===== src/rtl/shadow_pkg.sv =====
// Shared types and defaults for the shadow-region controller.
package shadow_pkg;

  typedef enum logic [2:0] {
    ST_IDLE = 3'd0,
    ST_WAIT = 3'd1,
    ST_ACK  = 3'd2,
    ST_HOLD = 3'd3,
    ST_TOUT = 3'd4
  } state_e;

  localparam int WAIT_W = 4;
  localparam int CNT_W  = 8;

  localparam logic [7:0] DEF_REG_BASE = {4'b1111, 4'b1110};
  localparam logic [7:0] DEF_REG_WAIT = {4'd1, 4'd1};

endpackage


===== src/rtl/shadow_decode.sv =====
// Priority region decoder: the lowest-index enabled region whose tag matches wins.
module shadow_decode
  import shadow_pkg::*;
#(
  parameter int                     NREG     = 2,
  parameter int                     ADR_W    = 17,
  parameter int                     RB_W     = 4,
  parameter int                     IDX_W    = 1,
  parameter logic [NREG*RB_W-1:0]   REG_BASE = DEF_REG_BASE
) (
  input  logic [ADR_W-1:0] adr_i,
  input  logic [NREG-1:0]  en_i,
  output logic             hit_o,
  output logic [IDX_W-1:0] idx_o
);

  logic [RB_W-1:0] tag_s;
  logic [NREG-1:0] match_s;

  assign tag_s = adr_i[ADR_W-1 -: RB_W];

  // Per-region tag compare gated by the runtime enable.
  always_comb begin
    match_s = '0;
    for (int i = 0; i < NREG; i++) begin
      match_s[i] = en_i[i] & (tag_s == REG_BASE[i*RB_W +: RB_W]);
    end
  end

  // Walk from the top down so the lowest matching index is the one left standing.
  always_comb begin
    hit_o = |match_s;
    idx_o = '0;
    for (int i = NREG - 1; i >= 0; i--) begin
      idx_o = match_s[i] ? IDX_W'(i) : idx_o;
    end
  end

endmodule


===== src/rtl/shadow_ctl.sv =====
// Shadow-region bus controller: local regions answer with programmable wait
// states, unclaimed local accesses time out with an error, the rest go to the common bus.
module shadow_ctl
  import shadow_pkg::*;
#(
  parameter int                     NREG     = 2,
  parameter int                     ADR_W    = 17,
  parameter int                     RB_W     = 4,
  parameter logic [NREG*RB_W-1:0]   REG_BASE = DEF_REG_BASE,
  parameter logic [NREG*WAIT_W-1:0] REG_WAIT = DEF_REG_WAIT,
  parameter logic [NREG-1:0]        REG_RO   = 2'b01,
  parameter int                     TMO      = 15
) (
  input  logic             clk_p,
  input  logic             rst_n,
  input  logic [ADR_W-1:0] wb_adr_i,
  input  logic             wb_cyc_i,
  input  logic             wb_stb_i,
  input  logic             wb_we_i,
  input  logic [NREG-1:0]  region_en_i,
  input  logic             global_ack_i,
  output logic [NREG-1:0]  local_stb_o,
  output logic [NREG-1:0]  sel_o,
  output logic             bus_cyc_o,
  output logic             ack_o,
  output logic             err_o
);

  localparam int IDX_W = (NREG > 1) ? $clog2(NREG) : 1;

  state_e            state_q, state_d;
  logic [CNT_W-1:0]  cnt_q, cnt_d;
  logic [NREG-1:0]   sel_q, sel_d;
  logic              ack_q, ack_d;
  logic              err_q, err_d;
  logic              lstb_en_q, lstb_en_d;
  logic              err_pend_q, err_pend_d;

  logic              hit_s;
  logic [IDX_W-1:0]  hit_idx_s;
  logic [NREG-1:0]   onehot_s;
  logic [WAIT_W-1:0] wait_sel_s;
  logic              ro_sel_s;
  logic              req_s;

  shadow_decode #(
    .NREG     (NREG),
    .ADR_W    (ADR_W),
    .RB_W     (RB_W),
    .IDX_W    (IDX_W),
    .REG_BASE (REG_BASE)
  ) u_decode (
    .adr_i (wb_adr_i),
    .en_i  (region_en_i),
    .hit_o (hit_s),
    .idx_o (hit_idx_s)
  );

  assign req_s     = wb_cyc_i & wb_stb_i;
  assign bus_cyc_o = wb_cyc_i & ~wb_adr_i[ADR_W-1];
  assign ro_sel_s  = |(onehot_s & REG_RO);

  // Per-region attributes of the decoded hit.
  always_comb begin
    onehot_s   = '0;
    wait_sel_s = '0;
    for (int i = 0; i < NREG; i++) begin
      onehot_s[i] = (hit_idx_s == IDX_W'(i));
      wait_sel_s  = wait_sel_s | (REG_WAIT[i*WAIT_W +: WAIT_W] & {WAIT_W{onehot_s[i]}});
    end
  end

  // Next-state and registered-output logic; a dropped cycle always returns to idle silently.
  always_comb begin
    state_d    = state_q;
    cnt_d      = cnt_q;
    sel_d      = sel_q;
    ack_d      = 1'b0;
    err_d      = 1'b0;
    lstb_en_d  = lstb_en_q;
    err_pend_d = err_pend_q;
    case (state_q)
      ST_IDLE: begin
        if (req_s && hit_s) begin
          state_d    = ST_WAIT;
          cnt_d      = CNT_W'(wait_sel_s);
          sel_d      = onehot_s;
          lstb_en_d  = ~(wb_we_i & ro_sel_s);
          err_pend_d = wb_we_i & ro_sel_s;
        end else if (req_s && wb_adr_i[ADR_W-1]) begin
          state_d    = ST_TOUT;
          cnt_d      = CNT_W'(TMO - 1);
          sel_d      = '0;
          lstb_en_d  = 1'b0;
          err_pend_d = 1'b1;
        end else begin
          state_d = ST_IDLE;
        end
      end
      ST_WAIT, ST_TOUT: begin
        if (!wb_cyc_i) begin
          state_d   = ST_IDLE;
          lstb_en_d = 1'b0;
        end else if (cnt_q == '0) begin
          state_d = ST_ACK;
          ack_d   = 1'b1;
          err_d   = err_pend_q;
        end else begin
          cnt_d = cnt_q - CNT_W'(1);
        end
      end
      ST_ACK: begin
        state_d   = wb_cyc_i ? ST_HOLD : ST_IDLE;
        lstb_en_d = 1'b0;
      end
      ST_HOLD: begin
        if (!wb_cyc_i || !wb_stb_i) begin
          state_d = ST_IDLE;
        end else begin
          state_d = ST_HOLD;
        end
      end
      default: begin
        state_d   = ST_IDLE;
        lstb_en_d = 1'b0;
      end
    endcase
  end

  // State and output registers.
  always_ff @(posedge clk_p or negedge rst_n) begin
    if (!rst_n) begin
      state_q    <= ST_IDLE;
      cnt_q      <= '0;
      sel_q      <= '0;
      ack_q      <= 1'b0;
      err_q      <= 1'b0;
      lstb_en_q  <= 1'b0;
      err_pend_q <= 1'b0;
    end else begin
      state_q    <= state_d;
      cnt_q      <= cnt_d;
      sel_q      <= sel_d;
      ack_q      <= ack_d;
      err_q      <= err_d;
      lstb_en_q  <= lstb_en_d;
      err_pend_q <= err_pend_d;
    end
  end

  // Local strobe follows the CPU strobe only while the latched region is being served.
  always_comb begin
    if (((state_q == ST_WAIT) || (state_q == ST_ACK)) && lstb_en_q) begin
      local_stb_o = sel_q & {NREG{wb_stb_i}};
    end else begin
      local_stb_o = '0;
    end
  end

  assign sel_o = sel_q;
  assign err_o = err_q;
  assign ack_o = ack_q | ((state_q == ST_IDLE) & bus_cyc_o & global_ack_i);

endmodule


===== config.mk =====
export PLATFORM = sky130hd
export DESIGN_NAME = shadow_ctl
export DESIGN_NICKNAME = d
export VERILOG_FILES = /design/src/rtl/shadow_pkg.sv /design/src/rtl/shadow_decode.sv /design/src/rtl/shadow_ctl.sv
export SDC_FILE = /design/constraint.sdc
export NUM_CORES = 1
export LEC_CHECK = 0
export CORE_MARGIN = 4
export CORE_UTILIZATION = 48
export CTS_BUF_LIST = sky130_fd_sc_hd__clkbuf_8
export DETAILED_ROUTE_END_ITERATION = 8
export GPL_ROUTABILITY_DRIVEN = 0
export PLACE_DENSITY = 0.86
export SYNTH_ARGS = -nofsm -noshare
export SYNTH_HDL_FRONTEND = slang
export SYNTH_SLANG_ARGS = --single-unit

===== constraint.sdc =====
create_clock -name clk_p -period 2.41 [get_ports clk_p]
set_input_delay 0.482 -clock clk_p [delete_from_list [all_inputs] [get_ports clk_p]]
set_output_delay 0.482 -clock clk_p [all_outputs]
set_load 0.005 [all_outputs]

Word level (Yosys, flattened, before mapping)

Cells that the tools add are included.

Logic and storage cells: 78
Register bits after elaboration: 17
Input port bits: 25

Reduce and logical (&&, ||, !) cells: 16
Bitwise operators: 14
Equal/unequal tests: 11
Add/subtract/negate cells: 1
Multiplexer cells: 29

Operators by type and width:

| kind                                                               | count |
|---|---|
| 8-bit 2-to-1 mux                                                   | 4 |
| 8-bit one-hot mux with 2 select lines                              | 1 |
| 1-bit 2-to-1 mux                                                   | 13 |
| 3-bit 2-to-1 mux                                                   | 4 |
| 3-bit one-hot mux with 4 select lines                              | 1 |
| 2-bit 2-to-1 mux                                                   | 5 |
| 4-bit == test, second input constant                               | 2 |
| 8-bit logical NOT                                                  | 1 |
| 8-bit by 1-bit subtractor with 8-bit output, second input constant | 1 |
| 1-bit bitwise AND                                                  | 7 |
| 3-bit by 2-bit == test with 1-bit output, second input constant    | 2 |
| 2-bit != test, second input constant                               | 3 |
| 3-bit != test, second input constant                               | 2 |
| 1-bit NOT                                                          | 4 |
| 4-bit AND reduction                                                | 1 |
| 2-bit nonzero test                                                 | 2 |
| 2-bit OR reduction                                                 | 2 |
| 3-bit by 1-bit == test with 1-bit output, second input constant    | 1 |
| 3-bit == test, second input constant                               | 1 |
| 1-bit logical AND                                                  | 3 |
| 3-bit logical NOT                                                  | 1 |
| 1-bit one-hot mux with 3 select lines                              | 1 |
| 3-bit AND reduction                                                | 1 |
| 2-bit bitwise AND                                                  | 1 |
| other kinds (4)                                                    | 7 |

Logic depth before layout (Yosys ltp)

Word-level depth: 9
Mapped depth: 6
Mapped depth without buffers: 6

By module

Synthesis repeated with hierarchy kept, for this count alone.

Cell total of the unflattened synthesis: 115
Area, all modules: 1088.5 µm²

Modules (own cells, without submodules):

| module        | cells an instance | area an instance (µm²) | sequential area each (µm²) | instances |
|---|---|---|---|---|
| shadow_ctl    | 110               | 1061.0                 | 425.4                      | 1 |
| shadow_decode | 5                 | 27.5                   | 0.0                        | 1 |

Worst setup path after synthesis

OpenSTA, ideal clock, no wires.

Kind: reg-to-reg
Start: register cnt_q[0]
End: register cnt_q[0]
Clock period less this slack: 1.793 ns
Stages on the path, launching flop included: 7
Setup slack: 0.617 ns
Buffers on the path: 0
Data arrival time: 1.668 ns
Path through: dfrtp_1 > inv_1 > ha_1 > nor4b_2 > a2111oi_4 > nor2_2 > mux2_4

Word-level cells in the longest chain between the ends: 4
Elaborated cells on any way between the ends: 7
Classes of those cells: 1 x add/sub; 1 x eq/ne; 3 x mux; 2 x reduce/logical

Ends and longest elaborated chain:

| element                                     | RTL line          | source |
|---|---|---|
| start, declared                             | shadow_ctl.sv:32  | `logic [CNT_W-1:0] cnt_q, cnt_d;` |
| start signal, assigned                      | shadow_ctl.sv:142 | `cnt_q <= cnt_d;` |
| 8-bit by 1-bit subtractor with 8-bit output | shadow_ctl.sv:109 | `cnt_d = cnt_q - CNT_W'(1);` |
| 8-bit 2-to-1 mux                            | shadow_ctl.sv:104 | `end else if (cnt_q == '0) begin` |
| 8-bit 2-to-1 mux                            | shadow_ctl.sv:101 | `if (!wb_cyc_i) begin` |
| 8-bit one-hot mux with 2 select lines       | shadow_ctl.sv:82  | `case (state_q)` |

Several ways; a longest one is shown, not always the timed one. The select of a mux whose other input is x is not followed.
A chain may end at the register's enable or synchronous reset.

Worst setup path after layout

Start: input wb_cyc_i
End: output ack_o

Word-level cells in the longest chain between the ends: 4

Ends and longest elaborated chain:

| element                        | RTL line          | source |
|---|---|---|
| start, declared                | shadow_ctl.sv:17  | `input logic wb_cyc_i,` |
| 1-bit bitwise AND              | shadow_ctl.sv:60  | `assign bus_cyc_o = wb_cyc_i & ~wb_adr_i[ADR_W-1];` |
| 1-bit bitwise AND (2 in a row) | shadow_ctl.sv:162 | `assign ack_o = ack_q \| ((state_q == ST_IDLE) & bus_cyc_o & global_ack_i);` |
| 1-bit bitwise OR               | shadow_ctl.sv:162 |  |
| end, declared                  | shadow_ctl.sv:25  | `output logic ack_o,` |

No other way between the ends.

==> results.tsv <==
stage	metric	value	unit
timing	Final Hold Fails	0	
drt	Via Count	912	
yosys	syn avg cell area	9.903	µm²
min_path	hold depth	1	
drt	DR DRC count	0	
min_path	HP Class	register to register	
layout	post-route insts no fill	157	
timing	worst slew pin tran	759.8	ps
place	post-place instance area	1279	µm²
drt	initial DRC count	16	
setup_path	startpoint types	primary input	
setup_path	Worst R2R End	cnt_q[0]$_DFFE_PN0P_	
timing	Post-Route Skew	4.590	ps
cts	Worst-Skew Late Latency	260	ps
cts	post-CTS setup buffer count	0	
setup_path	crit end category	primary output	
grt	vias in the first global route	920	
setup_path	Critical Path RT	1930	ps
timing	setup violators final	0	
timing	Final Max Slew Viols	0	
layout	NumNets Final	158	
min_path	hold_sp	err_pend_q$_DFFE_PN0P_	
timing	Total Neg Setup Slack	0	ps
timing	min cycle time layout	2325	ps
timing	Slew headroom	0.4919	
yosys	syn nets	133	
layout	diode count	0	
yosys	post-synth top area share	0.4052	
min_path	Hold EP	err_o$_DFF_PN0_	
cts	CTS root buf	clkbuf_8	
drt	TritonRoute pass-1 iters	4	
drt	Vias/cell	5.809	
cts	TritonCTS Buffers	3	
floorplanning	Std-Cell Rows	16	
cts	post-cts repair resize count	0	
layout	layout cells sized above 1	0.1538	
floorplanning	die width	54.77	µm
cts	clock slew at reported path FFs	70	ps
grt	global route total overflow	0	
drt	Post-DRT Antenna Nets	0	
floorplanning	Initial Util	0.5192	
floorplanning	die height	54.77	µm
timing	final worst slack	84.76	ps
setup_path	Crit Path Max Fanout	2	
yosys	count of cell types in the netlist	37	
floorplanning	core area	2022	µm²
floorplanning	die area	2999	µm²
layout	FILL cells	155	
yosys	Synth Warn #	0	
timing	hold slack	507.8	ps
yosys	Synth Cell Area	1050	µm²
setup_path	Reg2Reg Depth	6	
yosys	Cells after Synth	106	
grt	GRT Total Usage	0.1865	
layout	post-route cell area	1328	µm²
yosys	largest area contributor in the netlist	dfrtp_1	
yosys	Synth area leaders	dfrtp_1, mux2i_1, nand2_1	
timing	Tcrit/Tclk final	0.9648	
pwr	Peak VDD IR	0.0004115	V
setup_path	flop2flop setup slack	420	ps
layout	synthesis-to-layout area growth	26.46	%
yosys	prevailing post-synth register cell	dfrtp_1	
timing	FMAX	430.1	MHz
grt	initial antenna violation count	0	
run	number of max-cap violations	0	
place	Detailed Place HPWL	1775	µm
setup_path	Worst R2R Start	cnt_q[1]$_DFFE_PN0P_	
grt	first-pass GRT wire length	3988	µm
pwr	P_leak	0.5755	nW
place	Post-Place Cells	153	
drt	Avg WL per Cell	15.09	µm
yosys	register area share after synthesis	0.4052	
yosys	number of synthesized flops with an enable pin	0	
cts	clock buffer depth	2	
drt	Routed WL	2369	µm
setup_path	Critical path origin	wb_cyc_i	
setup_path	Crit Path Class	primary input to primary output	
setup_path	Data arrival, critical path	1840	ps
yosys	Synth Register Bits	17	
cts	H-tree Lvls	1	
yosys	fraction of registers with async set/reset	1.000	
pwr	Cell Pwr Density	726.4	nW/µm²
place	port bufs	18	
grt	largest net degree at the start of global routing	18	
cts	cts hold-fix bufs	0	
cts	CTS sink cnt	17	
timing	RSZ-0062 raised after global routing	no	
place	Setup WS pre-CTS	92.91	ps
floorplanning	I/O Pins	32	
cts	CTS tree	yes	
run_status	status	finished clean	
==> report_power, final <==
| group | total (mW) | leakage [nW] | switching (mW) | internal, mW |
|---|---|---|---|---|
| Combinational | 0.330 | 0.332 | 0.177 | 0.153 |
| Sequential | 0.415 | 0.218 | 0.0774 | 0.337 |
| Clock | 0.219 | 0.0255 | 0.104 | 0.115 |
==> cell usage in the layout (no fill, tap or decap), types with 4 or more instances in the layout <==
master | synthesis | layout
o21ai_0 | 5 | 5
inv_1 | 7 | 7
nor3_1 | 8 | 8
nor2_1 | 8 | 8
dfrtp_1 | 17 | 15
clkdlybuf4s50_1 | 0 | 18
nand2_1 | 11 | 11
buf_4 | 0 | 6
mux2i_1 | 5 | 5
and2_1 | 4 | 4
==> per-layer routing <==
metal	part of all wire	vias to the layer above	wire length [µm]	GRT usage
met4	0.018	0	42	0.1079
met3	0.059	5	140	0.02725
met2	0.47	38	1123	0.2874
met5	0	-	0	0
li1	-	437	-	-
met1	0.45	432	1061	0.2462
==> registers in the layout (all words and copies together) (netlist names) <==
register and flops:
state_q 3, cnt_q 8, err_o 1, sel_o 2, lstb_en_q 1, ack_q 1
err_pend_q 1
==> layout make-up <==
class / count / area, µm² / share of cell area
Multi-Input combinational cell: 78 / 568.0 / 0.4279
Sequential cell: 17 / 427.9 / 0.3223
Timing Repair Buffer: 24 / 225.2 / 0.1697
Clock buffer: 3 / 41.29 / 0.03110
Tap cell: 27 / 33.78 / 0.02545
Inverter: 7 / 26.28 / 0.01979
Clock inverter: 1 / 5.005 / 0.003770
==> worst max-delay path by stage <==
stage | to | slack (ps) | cells after the start
2_1_floorplan | cnt_q[0]$_DFFE_PN0P_ | 620 | 6
3_3_place_gp | ack_o | 100 | 5
3_5_place_dp | ack_o | 90 | 5
4_1_cts | local_stb_o[0] | 30 | 4
5_1_grt | ack_o | 5 | 5
6_report | ack_o | 80 | 5
==> stage by stage <==
stage	total power, mW	utilization
3_5_place_dp	0.7419	0.6324
3_3_place_gp	0.7267	0.6324
2_1_floorplan	0.6465	-
5_1_grt	1.020	0.6566
6_report	0.9644	0.6566
4_1_cts	0.9612	0.6553
==> logic make-up after synthesis <==
group / count (synthesis) / synth area share
AO/OA/AOI/OAI: 23 / 0.1788
flip-flops: 17 / 0.4052
adder cells (fa/ha/maj): 2 / 0.02383
multiplexers: 6 / 0.06198
XOR/XNOR: 3 / 0.04291
buffers and inverters: 11 / 0.05364
AND/OR/NAND/NOR: 44 / 0.2336
==> cells in the mapped netlist, types with 2 or more instances <==
master,instances
o22ai_1,2
nor3_1,8
nand3_1,2
clkbuf_1,2
nand2_1,11
buf_6,2
o21ai_0,5
o2bb2ai_1,3
and2_1,4
inv_1,7
a21oi_1,3
mux2i_1,5
ha_1,2
a32o_1,2
dfrtp_1,17
nor2_1,8
xor2_1,2
and4b_1,2
==> critical path: stages <==
cell,delay [ps]
clkdlybuf4s50_1,490
inv_1,60
nor2_1,150
a31o_2,170
clkdlybuf4s50_1,490
(Power assumes the default switching activity.)
